<file path="src/rtl/ctrl_pipe.sv">
// ctrl_pipe -- control-side pipeline for a D/E/M/W in-order core.
//
// Purpose:
//   Carries decode-stage control bits and register indices through the
//   E, M and W stages. Detects load-use hazards, inserts bubbles on a taken
//   branch or a hazard, freezes the whole pipe while data memory is busy,
//   and produces the operand-forwarding selects for the execute stage.
//
// Ports:
//   clk, reset             rising-edge clock; asynchronous active-high reset
//   *D inputs              decode-stage controls, validD, rs1D/rs2D/rdD
//   FlushE                 taken branch: instruction entering E becomes a bubble
//   MemBusy                data memory not ready: freeze E/M/W
//   StallD                 hold fetch/decode this cycle
//   *E outputs             execute-stage controls, indices and validE
//   *M outputs             memory-stage controls and rdM
//   *W outputs             writeback-stage controls and rdW
//   ForwardAE, ForwardBE   00 regfile, 01 W result, 10 M result
module ctrl_pipe #(
  parameter int RW = 5
) (
  input  logic          clk,
  input  logic          reset,
  input  logic          RegWriteD,
  input  logic          MemWriteD,
  input  logic          LoadD,
  input  logic          ByteD,
  input  logic          ALUSrcD,
  input  logic          MemtoRegD,
  input  logic [2:0]    ALUControlD,
  input  logic          validD,
  input  logic [RW-1:0] rs1D,
  input  logic [RW-1:0] rs2D,
  input  logic [RW-1:0] rdD,
  input  logic          FlushE,
  input  logic          MemBusy,
  output logic          StallD,
  output logic          RegWriteE,
  output logic          MemWriteE,
  output logic          LoadE,
  output logic          ByteE,
  output logic          ALUSrcE,
  output logic          MemtoRegE,
  output logic [2:0]    ALUControlE,
  output logic [RW-1:0] rs1E,
  output logic [RW-1:0] rs2E,
  output logic [RW-1:0] rdE,
  output logic          validE,
  output logic          RegWriteM,
  output logic          MemWriteM,
  output logic          ByteM,
  output logic          MemtoRegM,
  output logic [RW-1:0] rdM,
  output logic          RegWriteW,
  output logic          ByteW,
  output logic          MemtoRegW,
  output logic [RW-1:0] rdW,
  output logic [1:0]    ForwardAE,
  output logic [1:0]    ForwardBE
);

  logic hz;
  logic e_take;

  // Load in E whose destination is read by the instruction sitting in D.
  always_comb begin
    hz = validE & LoadE & (rdE != '0) & validD & ((rdE == rs1D) | (rdE == rs2D));
  end

  assign StallD = MemBusy | hz;

  // D is captured into E only for a real instruction that is neither
  // squashed by a branch nor held back by a load-use hazard; anything else
  // becomes an all-zero bubble.
  assign e_take = validD & ~FlushE & ~hz;

  // D -> E
  always_ff @(posedge clk or posedge reset) begin
    if (reset) begin
      RegWriteE   <= 1'b0;
      MemWriteE   <= 1'b0;
      LoadE       <= 1'b0;
      ByteE       <= 1'b0;
      ALUSrcE     <= 1'b0;
      MemtoRegE   <= 1'b0;
      ALUControlE <= '0;
      rs1E        <= '0;
      rs2E        <= '0;
      rdE         <= '0;
      validE      <= 1'b0;
    end else if (!MemBusy) begin
      // x0 is hard-wired zero, so a write to it is dropped here and never
      // becomes a forwarding source.
      RegWriteE   <= e_take & RegWriteD & (rdD != '0);
      MemWriteE   <= e_take & MemWriteD;
      LoadE       <= e_take & LoadD;
      ByteE       <= e_take & ByteD;
      ALUSrcE     <= e_take & ALUSrcD;
      MemtoRegE   <= e_take & MemtoRegD;
      ALUControlE <= e_take ? ALUControlD : 3'b000;
      rs1E        <= e_take ? rs1D : '0;
      rs2E        <= e_take ? rs2D : '0;
      rdE         <= e_take ? rdD : '0;
      validE      <= e_take;
    end
  end

  // E -> M, with every control qualified by validE so a bubble stays inert.
  always_ff @(posedge clk or posedge reset) begin
    if (reset) begin
      RegWriteM <= 1'b0;
      MemWriteM <= 1'b0;
      ByteM     <= 1'b0;
      MemtoRegM <= 1'b0;
      rdM       <= '0;
    end else if (!MemBusy) begin
      RegWriteM <= validE & RegWriteE;
      MemWriteM <= validE & MemWriteE;
      ByteM     <= validE & ByteE;
      MemtoRegM <= validE & MemtoRegE;
      rdM       <= validE ? rdE : '0;
    end
  end

  // M -> W
  always_ff @(posedge clk or posedge reset) begin
    if (reset) begin
      RegWriteW <= 1'b0;
      ByteW     <= 1'b0;
      MemtoRegW <= 1'b0;
      rdW       <= '0;
    end else if (!MemBusy) begin
      RegWriteW <= RegWriteM;
      ByteW     <= ByteM;
      MemtoRegW <= MemtoRegM;
      rdW       <= rdM;
    end
  end

  // Forwarding: one identical unit per source operand. M is younger than W,
  // so it wins when both match.
  logic [RW-1:0] rs_e [2];
  logic [1:0]    fwd  [2];

  assign rs_e[0] = rs1E;
  assign rs_e[1] = rs2E;

  generate
    for (genvar gi = 0; gi < 2; gi++) begin : g_fwd
      always_comb begin
        fwd[gi] = 2'b00;
        if (RegWriteM && (rdM != '0) && (rdM == rs_e[gi])) begin
          fwd[gi] = 2'b10;
        end else if (RegWriteW && (rdW != '0) && (rdW == rs_e[gi])) begin
          fwd[gi] = 2'b01;
        end
      end
    end
  endgenerate

  assign ForwardAE = fwd[0];
  assign ForwardBE = fwd[1];

endmodule

</file>
<file path="config.mk">
export PLATFORM = sky130hd
export DESIGN_NAME = ctrl_pipe
export DESIGN_NICKNAME = d
export VERILOG_FILES = /design/src/rtl/ctrl_pipe.sv
export SDC_FILE = /design/constraint.sdc
export NUM_CORES = 1
export LEC_CHECK = 0
export ABC_AREA = 1
export CAP_MARGIN = 5
export CORE_MARGIN = 5
export CORE_UTILIZATION = 45
export CTS_CLUSTER_SIZE = 8
export DETAILED_ROUTE_END_ITERATION = 12
export PLACE_DENSITY = 0.8
export SKIP_LAST_GASP = 1
export SLEW_MARGIN = 5
export SYNTH_ARGS = -nofsm -noshare
export SYNTH_HDL_FRONTEND = slang
export SYNTH_SLANG_ARGS = --single-unit
export TNS_END_PERCENT = 1
</file>
<file path="constraint.sdc">
create_clock -name clk -period 1.55 [get_ports clk]
set_input_delay 0.31 -clock clk [delete_from_list [all_inputs] [get_ports clk]]
set_output_delay 0.31 -clock clk [all_outputs]
set_load 0.01 [all_outputs]
</file>
==> results of run 1 <==
flip-flops by register name, summed over array words and instances (netlist names), 3 cells and up:
register,cells
rdE,5
rdM,5
ALUControlE,3
rdW,5
rs2E,5
rs1E,5
metrics by stage:
stage / setup slack, ns / total power (uW)
2_1_floorplan: -0.0795 / 1440
3_3_place_gp: -0.728 / 1740
3_5_place_dp: -0.765 / 1760
4_1_cts: -0.332 / 2510
5_1_grt: -0.501 / 2640
6_report: -0.371 / 2510
cells in the mapped netlist (3+ instances only):
cell / count
sky130_fd_sc_hd__xnor2_1: 15
sky130_fd_sc_hd__xor2_1: 5
sky130_fd_sc_hd__clkbuf_1: 5
sky130_fd_sc_hd__nand4_1: 26
sky130_fd_sc_hd__dfrtp_1: 42
sky130_fd_sc_hd__buf_6: 3
sky130_fd_sc_hd__o21ai_0: 14
sky130_fd_sc_hd__buf_2: 5
sky130_fd_sc_hd__nand2_1: 94
sky130_fd_sc_hd__o22ai_1: 5
sky130_fd_sc_hd__inv_2: 4
sky130_fd_sc_hd__nor2_1: 14
sky130_fd_sc_hd__nand3_1: 10
sky130_fd_sc_hd__inv_1: 23
worst max-delay path by stage:
stage	to	slack, ns	cells after the start
CTS	ForwardBE[1]	-0.33	5
global placement	StallD	-0.73	10
floorplan	ForwardAE[0]	-0.08	4
detailed placement	StallD	-0.76	10
global route	ForwardBE[0]	-0.50	6
finish	ForwardAE[0]	-0.37	6
worst max-delay path, stage by stage (launching register included):
cell and delay, ns:
sky130_fd_sc_hd__dfrtp_1 0.41, sky130_fd_sc_hd__buf_4 0.15, sky130_fd_sc_hd__xnor2_1 0.14, sky130_fd_sc_hd__nand2_1 0.14
sky130_fd_sc_hd__nor4_4 0.27, sky130_fd_sc_hd__nor2_1 0.06, sky130_fd_sc_hd__buf_2 0.14
report_power, final:
group | switching [uW] | total, uW | internal (uW)
Sequential | 52.0 | 1200 | 1140
Combinational | 275 | 588 | 313
Clock | 368 | 726 | 358
Total | 694 | 2510 | 1820
layer usage:
metal  part of all wire  up-vias  GRT usage
met2               0.51       67      0.375
met4              0.020        0     0.0811
met3              0.048       10     0.0474
met5                  0        -          0
met1               0.42     1077      0.281
li1                   -     1136          -
area by class of cell:
cell class              count  area, um2  area share
well taps                  67       83.8      0.0238
multi-input cells         192       1030       0.292
repair buffers            129       1160       0.328
flip-flops and latches     42       1060       0.299
inverters                  28        105      0.0298
clock buffers               6       82.6      0.0234
clock inverters             2       12.5     0.00355
repair_timing:
action,in CTS,in global routing
buffers inserted,7,1
pin swaps,4,8
hold endpoints to repair,0,0
endpoints found under the setup margin,61,63
gates resized for setup,30,10
kinds of logic after synthesis:
family / Yosys count / synth area share
AO/OA/AOI/OAI: 20 / 0.0496
XOR/XNOR: 20 / 0.0799
buffers and inverters: 41 / 0.0833
flip-flops: 42 / 0.479
AND/OR/NAND/NOR: 152 / 0.308
==> run summary, run 1 <==
The run finished, with violations left. The checks that failed: setup timing. The power density over cell area came out at approximately 710 mW/mm2.

The final setup TNS is -5.84 ns. The biggest area contributor in the post-synthesis netlist is sky130_fd_sc_hd__dfrtp_1. The net count after synthesis is ~300.

The final core area utilization came out at 0.747. The total of fill cells in the finished design came out at between 300 and 400. Dividing the detail-routed wire length by the instance count gives 14.6 um. In this run the critical register-to-register path is launched from rdE[4]$_DFFE_PP0N_. The initial core utilization is 0.464. The die is 79.8 um tall. In the layout the commonest cells are 94 x sky130_fd_sc_hd__nand2_1, 69 x sky130_fd_sc_hd__clkdlybuf4s50_1, 51 x sky130_fd_sc_hd__buf_4. The final clock period utilization by the worst path came out at 1.24. The endpoint required time on the critical path came out at 1.24 ns.

In the final design database the tool counted 427 nets. The number of DRC markers in iteration 0 came out at 92. Counting every instance in the synthesized netlist gives 275. The global-route wire length before repair is around 11000 um. The register area share after synthesis came out at 0.479. The largest net degree at the start of global routing came out at between 40 and 50. The final weighted congestion in routability-driven placement is 0.833. Timing would allow up to ~520 MHz. The share of synthesized flip-flops with an asynchronous set or reset is 1.00.

Detailed routing inserted a total of 2290 vias. The initial antenna violation count came out at 0. The cell area after synthesis came out at around 0.0022 mm2. The number of top-level pins is 76. The maximum vdd drop came out at about 0.00042 V.

The placed standard-cell area came out at 0.00332 mm2. The number of rows created at floorplan is 25. Yosys mapped a number of flops with a built-in enable equal to 0. The layout cell share with drive strength beyond 1 is 0.226.

The setup-violating endpoint count in the final report is between 50 and 60. The total area inside the core boundary comes to between 0.004 and 0.005 mm2. The final hold violation count came out at 0. The type of the setup path with the least slack is reg -> out.

The clock latency at the later pin of the worst-skew pair came out at 0.29 ns. The aggregate global routing overflow came out at 0. STA classifies the critical path startpoint as a flip-flop. The DRC violation count after routing is 0. The cell area after layout came out at roughly 0.0035 mm2. Along the worst path, the maximum fanout reaches 3.

The dominant synthesized flop cell is sky130_fd_sc_hd__dfrtp_1. The largest buffer count on any clock path is 2. The count of state elements after synthesis came out at 42.

The worst clock skew on the final layout is between 0.008 and 0.009 ns. The per-instance average area after synthesis is approximately 8.0 um2. The number of vias per cell is roughly 4.9.

The number of synthesis warnings is 0. For this block, the routed nets add up to approximately 7000 um of wire. The number of buffers created by CTS came out at 5. By area the synthesized netlist is led by sky130_fd_sc_hd__dfrtp_1 48%, sky130_fd_sc_hd__nand2_1 16%, sky130_fd_sc_hd__nand4_1 7.4%, sky130_fd_sc_hd__xnor2_1 6.0%, sky130_fd_sc_hd__inv_1 3.9%. The time the worst path needs with I/O delays and setup came out at ~1.9 ns.

Relative to the synthesized area, the layout overhead comes to 60.8%. The headroom to the max-slew limit is 0.722. TritonCTS built the clock tree.

The maximum level of the CTS H-tree came out at 2. The classification of the worst-slack hold path is in -> async. The remaining number of nets flagged by the antenna check after routing is 0. The worst setup path is captured at an output pin.

The floorplan die area is 0.00637 mm2. The first detailed-routing pass took 4 iterations. The max-slew violation total from the final report is 0. Clock tree synthesis selected as its root buffer the cell sky130_fd_sc_hd__clkbuf_8. The clock-pin transition on the worst setup and hold timing paths came out at 0.08 ns. The endpoint of the most critical register-to-register path is rdE[1]$_DFFE_PP0N_. The global-route usage over all layers is 0.223. The share of synthesized area in the top cell type comes to 0.479. Excluding fillers, the count of instances in the completed layout stands at 466. The transition time of the tightest slew-check pin is roughly 0.42 ns.

The worst setup slack after layout is -0.371 ns. The data arrival time at the worst-slack endpoint is 1.61 ns. The internal reg-to-reg setup slack came out at ~0.03 ns. The post-cts hold buffer count is 0. Summed over all cells, the static leakage comes to 0.00178 uW. Leaving out fill and tap cells, the most frequent cell in the layout is sky130_fd_sc_hd__nand2_1. The most critical setup path has its startpoint at rdM[1]$_DFFE_PP0N_. The worst hold slack is 0.354 ns.

Setup repair after global routing could not meet its margin everywhere. The die width came out at 79.8 um. The max-capacitance violation count is 0. Counting every sink on the clock net gives 42. The via count of the first global-routing pass came out at between 2000 and 2500. Counting tap cells, the placed design contains a total of 450 instances. In this run the tool buffered the top-level ports with 75 buffer cells. The distinct cell type count of the synthesized netlist came out at 22.

The half-perimeter wire length of the detailed placement result is 4550 um. The cell depth of the worst flop-to-flop path came out at 10. The repair_antennas step left the layout with diodes totalling 0.
No activity file was read; power rests on OpenSTA's default activity.
==> inputs of run 2 (changes only) <==
clock period = 1.92 ns   (was 1.55 ns; I/O delays follow)
==> run summary, run 2 (synthesis results as in run 1) <==
The run finished, with violations left. The checks that failed: setup timing. The layout cell share with drive strength beyond 1 is 0.207.

The analysis attributes to cell leakage a power of about 0.0017 uW. The die extent in y came out at 79.8 um. The final hold violation count is 0. The cell depth of the worst flop-to-flop path came out at 10. STA puts the critical path data arrival time at between 1.5 and 2 ns.

Using the TritonRoute via totals, the vias-per-cell ratio works out to roughly 5.2. The critical path is of the in -> out type. STA classifies the critical path startpoint as an input port.

Before antenna repair, the detailed router went through 4 iterations. The max-slew violation total from the final report is 0. Leaving out fill and tap cells, the most frequent cell in the layout is sky130_fd_sc_hd__nand2_1. The cell sitting at the root of the clock tree is a sky130_fd_sc_hd__clkbuf_8. The classification of the worst-slack hold path is in -> async. The post-detailed-route wirelength per cell is ~15 um. The maximum level of the CTS H-tree came out at 2. The placed instances occupy a cell area of ~0.0033 mm2. The area overhead of the layout relative to synthesis is 56.0%. Setup repair after global routing could not meet its margin everywhere. The setup-violating endpoint count in the final report came out at 4. The first global-routing pass estimated 10700 um of wire. The final weighted congestion in routability-driven placement came out at between 0.8 and 0.9. The largest net degree at the start of global routing came out at 43. Detailed routing inserted a total of ~2300 vias. TritonCTS built the clock tree.

0 antenna diodes ended up in the layout. The top cell types in the final layout, fill and taps aside, are 94 x sky130_fd_sc_hd__nand2_1, 64 x sky130_fd_sc_hd__clkdlybuf4s50_1, 41 x sky130_fd_sc_hd__buf_4. The via count of the first global-routing pass came out at around 2300.

The endpoint required time on the critical path is around 1.5 ns. Power spread over the standard cell area amounts to 572 mW/mm2. The headroom to the max-slew limit is 0.598. The number of buffers created by CTS is 5. The highest clock rate came out at around 510 MHz.

The aggregate global routing overflow is 0. The post-layout net count came out at ~420. The number of rows created at floorplan is 25. The highest net fanout along the worst path is 3.

The remaining number of nets flagged by the antenna check after routing is 0. The number of clock sinks came out at 42. The number of hold buffers added after CTS was 0.

The max-capacitance violation count came out at 0. Port buffering added 75 buffers. The sort of element at the end of the critical path is an output pin.

The floorplan core area came out at approximately 0.0047 mm2. The clock latency at the later pin of the worst-skew pair came out at 0.29 ns. The power consumption is around 2000 uW. The time the worst path needs with I/O delays and setup is 1.96 ns. The detailed router finished its first iteration with 161 violations. The initial antenna violation count came out at 0.

The wire length after detailed routing came out at 6660 um. Setup slack on the worst reg-to-reg path comes out at between 0.3 and 0.4 ns. The initial core utilization is 0.464. The transition time of the tightest slew-check pin is 0.599 ns.

The number of top-level pins is 76. Across every metal layer, demand over resource in global routing totals 0.214. The final clock period utilization by the worst path came out at 1.02. The die width is about 80 um.

The worst clock skew on the final layout came out at 0.00729 ns. Summing all non-filler instances in the final layout gives an area of 0.00342 mm2. After clock tree synthesis, the clock-pin slew on the worst setup and hold paths is approximately 0.080 ns.

The worst setup slack after layout came out at -0.0411 ns. The floorplan die area came out at roughly 0.0064 mm2. The endpoint of the most critical register-to-register path is ALUSrcE$_DFFE_PP0N_. The clock passes through at most 2 buffers. The reg-to-reg critical path startpoint is rdE[3]$_DFFE_PP0N_. For this run, design rule violations remaining after detail routing come to 0. The maximum vdd drop is about 0.00041 V. Detailed placement ended at an HPWL of approximately 4700 um.
-- run 2: per-stage QoR --
| stage | util | hold WS (ns) | setup TNS (ns) | std cells | setup slack [ns] |
|---|---|---|---|---|---|
| global placement | 0.689 | 0.463 | -0.878 | 443 | -0.499 |
| floorplan | - | 0.516 | 0 | 275 | 0.216 |
| detailed placement | 0.689 | 0.465 | -2.63 | 443 | -0.545 |
| global route | 0.724 | 0.439 | -0.566 | 454 | -0.150 |
| CTS | 0.715 | 0.397 | -0.237 | 453 | -0.0702 |
| finish | 0.724 | 0.390 | -0.0709 | 454 | -0.0411 |
-- run 2: metal layers --
layer	up-vias	wire [um]	share of wire	GRT usage
li1	1114	-	-	-
met1	1097	2690	0.40	0.269
met2	106	3290	0.49	0.361
met3	22	523	0.078	0.0530
met4	0	157	0.024	0.0693
met5	-	0	0	0
-- run 2: worst max-delay path, cell delays in order --
cell                              delay (ns)
sky130_fd_sc_hd__clkdlybuf4s50_1        0.50
sky130_fd_sc_hd__inv_1                  0.05
sky130_fd_sc_hd__nand2_1                0.05
sky130_fd_sc_hd__nand2_1                0.05
sky130_fd_sc_hd__nor2_1                 0.10
sky130_fd_sc_hd__nand3_1                0.09
sky130_fd_sc_hd__nand2_2                0.12
sky130_fd_sc_hd__nand2_4                0.05
sky130_fd_sc_hd__nand2_1                0.06
sky130_fd_sc_hd__buf_2                  0.13
-- run 2: repair_timing --
action | in CTS | in global routing
endpoints found under the setup margin | 5 | 6
gates resized for setup | 31 | 13
buffers inserted | 3 | 1
pin swaps | 4 | 3
endpoints found under the hold margin | 0 | 0
-- run 2: area by class of cell --
type / instances / area, um2
timing repair buffer: 118 / 1060
fill: 362 / 1300
sequential: 42 / 1060
tap: 67 / 83.8
multi-input combinational: 192 / 1040
clock buffer: 5 / 68.8
clock inverter: 2 / 10.0
inverter: 28 / 105
-- run 2: report_power, final --
group	internal [uW]	switching, uW
Sequential	924	47.1
Clock	244	291
Combinational	238	213
-- run 2: how the worst max path moves through the flow --
stage	startpoint	to	slack [ns]	cells after the start
after floorplan	rdM[1]$_DFFE_PP0N_	ForwardAE[0]	0.22	4
after global placement	rs1D[4]	StallD	-0.50	10
after detailed placement	rs1D[4]	StallD	-0.55	10
after CTS	rdM[0]$_DFFE_PP0N_	ForwardBE[1]	-0.07	5
after global routing	rs2E[1]$_DFFE_PP0N_	ForwardBE[0]	-0.15	6
final	rs1D[1]	StallD	-0.04	10
==> inputs of run 3 (changes only) <==
CAP_MARGIN = 20   (was 5)
==> results of run 3 <==
Final layout, timing and power as in run 2 (identical DEF).
==> patch 1 (flow settings as in run 2) <==
Set the parameter `RW` to 6 (it was 5).
--- a/src/rtl/ctrl_pipe.sv
+++ b/src/rtl/ctrl_pipe.sv
@@ -18,5 +18,5 @@
 //   ForwardAE, ForwardBE   00 regfile, 01 W result, 10 M result
 module ctrl_pipe #(
-  parameter int RW = 5
+  parameter int RW = 6
 ) (
   input  logic          clk,
Interface: changed (8 resized); port bits go from 76 to 84. No check against the original RTL was run, so the function may have changed too.
==> patch 1 against run 2 <==
  * Final area rose by 12%
  * Worst hold slack improved by 32 ps
  * Final cell count rose by 18%
  * Setup slack got worse by 47 ps
  * Clock skew rose by 0.74 ps
  * Sequential cell count rose by 5
  * Routed wire length rose by 12%
  * Synthesized area rose by 14%
  * Power rose by 17%
  * The flow still finishes with violations (negative setup slack)
  * Clock power rose by 35%
==> patch 1: results (changes against run 2) <==
POST-PLACE-CELLS=517  # +17%
LAYOUTNONFILLERINSTCOUNT=535  # +18%
POST_PLACE_SETUP_SLACK_PS=-532  # +13.2 ps
TIMING.CRITICAL_PATH.FANOUT_MAX=4  # +1
POSTSYNTHNETCOUNT=370  # +22%
CELL_INTERNAL_PWR_mW=1.67  # +19%
IO_BUF_COUNT=83  # +11%
SETUP.REG_TO_REG.WORST_SLACK_PS=280  # -50 ps
FAILED_CHECKS='negative setup slack'
POST_DRT_VIA_CELL_RATIO=4.99  # -3.2%
AVGROUTEDWIREPERCELL_UM=13.9  # -5.3%
REGTOREGENDPOINT='rs2E[5]$_DFFE_PP0N_'
YOSYSSEQAREASHARE=0.469  # -0.0106
LEAKAGEPOWER_nW=2.04  # +19%
FINAL.SETUP_SKEW_PS=8.03  # +0.742 ps
POWER.IR.VDD_WORST_mV=0.377  # -9.1%
POST_DP_CELL_AREA_SQ_UM=3660  # +12%
SETUP-VIOLATIONS-FINAL=5  # +1
WORST_SETUP_PATH_START_KIND='flip-flop'
CPPEAKSTAGEDELAY_PS=410  # -90 ps
PNR_WORST_SETUP_SLACK_PS=-88.6  # -47.4 ps
CRITICAL_PATH.REG2REG.STARTPOINT='rdE[5]$_DFFE_PP0N_'
ENDPOINT_ARRIVAL_TIME_ON_THE_CRITICAL_PATH_PS=1620  # +40 ps
FINAL_NETS=494  # +19%
GRT_FIRST_PASS_WIRELENGTH_MM=12.2  # +14%
SETUP_TOTAL_NEGATIVE_SLACK_PS=-323  # -252 ps
SYNTH_AREA_PER_INST_SQ_UM=7.43  # -6.9%
DRT-INITIAL-DRC-COUNT=207  # +29%
PLACE_CONGESTION=0.869  # +3.2%
DP.FINAL_HPWL_MM=5.30  # +14%
RUN_STATUS='complete, but fails checks'
CRITICAL-PATH-SLOWEST-CELL='sky130_fd_sc_hd__dfrtp_1'
FILL_CELLS=445  # +23%
GRTUSAGETOTAL=0.213  # -0.00119
FIRST_GLOBAL_VIAS=2578  # +14%
SLEW_AT_THE_PIN_CLOSEST_TO_ITS_MAX_SLEW_LIMIT_PS=452  # -147 ps
[patch 1: cell count changes in the layout (fill, tap and decap cells not counted), moves of 5 or more]
cell / run 2 / this run
sky130_fd_sc_hd__buf_4: 41 / 46
sky130_fd_sc_hd__dfrtp_1: 37 / 46
sky130_fd_sc_hd__xnor2_1: 12 / 2
sky130_fd_sc_hd__dlygate4sd2_1: 6 / 12
sky130_fd_sc_hd__inv_1: 22 / 35
sky130_fd_sc_hd__xor2_1: 5 / 12
sky130_fd_sc_hd__nand4_1: 26 / 32
sky130_fd_sc_hd__nand2_1: 94 / 116
sky130_fd_sc_hd__nor2_1: 12 / 26
[patch 1: final cells by class]
class	instances	area, sq um	share of cell area
clock buffers	5	68.8	0.0179
clock inverters	3	43.8	0.0114
inverters	44	165	0.0429
multi-input cells	233	1130	0.293
flip-flops and latches	47	1180	0.306
well taps	72	90.1	0.0234
repair buffers	131	1170	0.305
[patch 1: cells by family (layout without fill, tap and decap cells)]
kind of cell              count (synthesis)  count (layout)  share of synthesized area
and+or+nand+nor                         195             195                      0.334
DFF                                      47              47                      0.469
buffers and inverters                    58             183                     0.0932
AOI/OAI and AO/OA                        24              24                     0.0548
xor gates and xnor gates                 14              14                     0.0489
[patch 1: power groups by stage]
stage | Combinational (mW) | Clock, mW | Sequential, mW
floorplan | 0.182 | 0 | 1.12
global placement | 0.464 | 0 | 1.10
detailed placement | 0.474 | 0 | 1.10
CTS | 0.488 | 0.741 | 1.08
global route | 0.534 | 0.787 | 1.09
finish | 0.487 | 0.720 | 1.08
[patch 1: worst max-delay path, delay by kind of cell, from the launching register on]
family | cells | cell delay [ps]
AND/OR/NAND/NOR | 7 | 640
buffers and inverters | 2 | 290
flip-flops | 1 | 410
[patch 1: routing by layer]
metal | vias to the layer above | global-route usage | part of all wire | wire, um
met2 | 103 | 0.361 | 0.50 | 3700
met1 | 1227 | 0.267 | 0.42 | 3160
met4 | 0 | 0.0748 | 0.014 | 103
met5 | - | 0 | 0 | 0
li1 | 1330 | - | - | -
met3 | 9 | 0.0471 | 0.063 | 470
[patch 1: worst min path at each step]
stage | from | to | slack [ps]
after CTS | reset | MemtoRegW$_DFFE_PP0N_ | 430
final | reset | MemtoRegW$_DFFE_PP0N_ | 420
after detailed placement | ALUControlE[2]$_DFFE_PP0N_ | ALUControlE[2]$_DFFE_PP0N_ | 470
after global placement | ALUControlE[2]$_DFFE_PP0N_ | ALUControlE[2]$_DFFE_PP0N_ | 460
after global routing | reset | MemtoRegW$_DFFE_PP0N_ | 450
after floorplan | MemWriteM$_DFFE_PP0N_ | MemWriteM$_DFFE_PP0N_ | 520
[patch 1: what timing repair did]
action                                 CTS  global route
gates resized for setup                 42             1
pin swaps                               12             0
buffers inserted                        11             0
setup endpoints to repair                5             5
endpoints found under the hold margin    0             0
==> patch 2 (config.mk and constraints of run 2) <==
Made on the original files. Reset style: synchronous (`reset`), changed in 3 clocked blocks. Comments in the files are not updated.
--- a/src/rtl/ctrl_pipe.sv
+++ b/src/rtl/ctrl_pipe.sv
@@ -76,5 +76,5 @@
 
   // D -> E
-  always_ff @(posedge clk or posedge reset) begin
+  always_ff @(posedge clk) begin
     if (reset) begin
       RegWriteE   <= 1'b0;
@@ -107,5 +107,5 @@
 
   // E -> M, with every control qualified by validE so a bubble stays inert.
-  always_ff @(posedge clk or posedge reset) begin
+  always_ff @(posedge clk) begin
     if (reset) begin
       RegWriteM <= 1'b0;
@@ -124,5 +124,5 @@
 
   // M -> W
-  always_ff @(posedge clk or posedge reset) begin
+  always_ff @(posedge clk) begin
     if (reset) begin
       RegWriteW <= 1'b0;
Behaviour: differs if reset is asserted again (counterexample within 4 cycles, from zero or initial values and one cycle with reset high); with reset held inactive, the same outputs for 10 cycles.
==> patch 2 against run 2 <==
  * The run still ends with negative setup slack left
  * Non-clock buffer count down 5
  * Sequential cell count unchanged
  * Power down 12%
  * Core utilization up 0.54 points
  * First-iteration DRC count down 20%
  * Final area down 5.9%
  * Setup slack better by 33 ps
  * Routed wire length down 7.0%
  * Critical path type unchanged
  * Register-to-register slack better by 80 ps
  * Synthesized area down 5.5%
  * Fmax up 1.7%
==> patch 2: results (changes against run 2) <==
RUN_STATUS='complete, but fails checks'
FAILED_CHECKS='negative setup slack'
CPPEAKSTAGEDELAY_PS=520  # +20 ps
GR-USAGE-MET2=0.331  # -0.0301
DP.FINAL_HPWL_MM=4.65  # -0.37%
FINAL.SETUP_SKEW_PS=6.91  # -0.381 ps
POST_SYNTH_MAIN_AREA_CONTRIBUTORS='sky130_fd_sc_hd__dfxtp_1, sky130_fd_sc_hd__nand2_1, sky130_fd_sc_hd__a21oi_1'
GRT_FIRST_PASS_WIRELENGTH_MM=9.60  # -10%
DRT-INITIAL-DRC-COUNT=129  # -20%
SETUP.REG_TO_REG.WORST_SLACK_PS=410  # +80 ps
POST-PLACE-CELLS=434  # -2.0%
POWER.IR.VDD_WORST_mV=0.485  # +17%
FINAL_NETS=418  # +0.48%
CELL_INTERNAL_PWR_mW=1.28  # -8.8%
SHARE_OF_SYNTHESIZED_REGISTERS_CARRYING_AN_ASYNC_SET_OR_RESET=0  # -1.00
GLOBAL_ROUTE.USAGE.MET3=0.0544  # +0.00135
FIRST_GLOBAL_VIAS=2019  # -10%
LENGTH_OF_ROUTED_WIRING_ON_MET1_MM=2.47  # -8.2%
PNR_WORST_SETUP_SLACK_PS=-8.36  # +32.8 ps
REGTOREGENDPOINT='rdE[4]$_SDFFE_PP0N_'
LEAKAGEPOWER_nW=1.38  # -20%
DETAIL_ROUTE.WIRELENGTH_MM=6.20  # -7.0%
SYN-INSTANCE-COUNT=286  # +4.0%
POST_DP_CELL_AREA_SQ_UM=3090  # -5.1%
SYNTH-COMPOUND-AREA-SHARE=0.113  # +0.0632
DRIVE_ABOVE_1_SHARE=0.172  # -0.0349
TIMING.CRITICAL_PATH.FANOUT_MAX=2  # -1
POST_DRT_VIA_CELL_RATIO=5.13  # -0.40%
POST_SYNTH_XOR_AREA_FRACTION=0.0845  # +0.00463
ROUTED_LENGTH_ON_MET2_MM=3.10  # -5.9%
POSTSYNTHNETCOUNT=315  # +3.6%
GR-USAGE-MET1=0.235  # -0.0340
FIN_CRIT_PS=1930  # -32.8 ps
SETUP-VIOLATIONS-FINAL=1  # -3
SLEW_AT_THE_PIN_CLOSEST_TO_ITS_MAX_SLEW_LIMIT_PS=587  # -11.7 ps
TOP_AREA_CELL_TYPE_SHARE_OF_THE_NETLIST_AREA=0.406  # -0.0736
GRTUSAGETOTAL=0.195  # -0.0192
POST_SYNTH_MOST_FREQUENT_CELLS='sky130_fd_sc_hd__nand2_1, sky130_fd_sc_hd__dfxtp_1, sky130_fd_sc_hd__a21oi_1'
PLACE_CONGESTION=0.890  # +5.8%
WORST_HOLD_PATH_TYPE='input port to flip-flop'
SETUP_TOTAL_NEGATIVE_SLACK_PS=-8.36  # +62.5 ps
## patch 2: changes by cell type after synthesis, moves of 4 or more
cell                              run 2  this run
sky130_fd_sc_hd__nand3_1             10         3
sky130_fd_sc_hd__o22ai_1              5         0
sky130_fd_sc_hd__inv_2                4         0
sky130_fd_sc_hd__dfrtp_1             42         0
sky130_fd_sc_hd__nand2_1             94        78
sky130_fd_sc_hd__dfxtp_1              0        42
sky130_fd_sc_hd__o21ai_0             14         2
sky130_fd_sc_hd__nand4_1             26        30
sky130_fd_sc_hd__nor2_1              14        22
sky130_fd_sc_hd__clkbuf_1             5        10
sky130_fd_sc_hd__a21oi_1              0        40
sky130_fd_sc_hd__buf_2                5         0
## patch 2: critical path: cells and delay by family
family	cells	cell delay, ps
xor gates and xnor gates	1	130
and+or+nand+nor	4	280
buffers and inverters	2	740
## patch 2: power groups by stage
stage	clock network (mW)	registers [mW]	logic [mW]
3_3_place_gp	0	0.919	0.263
5_1_grt	0.613	0.902	0.286
2_1_floorplan	0	0.928	0.109
4_1_cts	0.574	0.900	0.264
3_5_place_dp	0	0.920	0.265
6_report	0.565	0.900	0.265
## patch 2: cell type report
type                    count  area, sq um
fillers                   363         1190
multi-input cells         206         1080
repair buffers            113         1060
flip-flops and latches     42          850
inverters                  21         78.8
clock buffers               6         72.6
well taps                  52         65.1
clock inverters             2         13.8
## patch 2: how the worst max path moves through the flow
stage / start / to
floorplan: rdM[0]$_SDFFE_PP0N_ / ForwardAE[0]
global placement: rs1D[1] / StallD
detailed placement: rs1D[1] / StallD
CTS: rdM[0]$_SDFFE_PP0N_ / ForwardBE[0]
global route: rdM[1]$_SDFFE_PP0N_ / ForwardBE[1]
finish: rs2D[3] / StallD
## patch 2: repair_timing
action                                  CTS  global route
endpoints found under the setup margin    5             5
gates resized for setup                  30            13
pin swaps                                 3             2
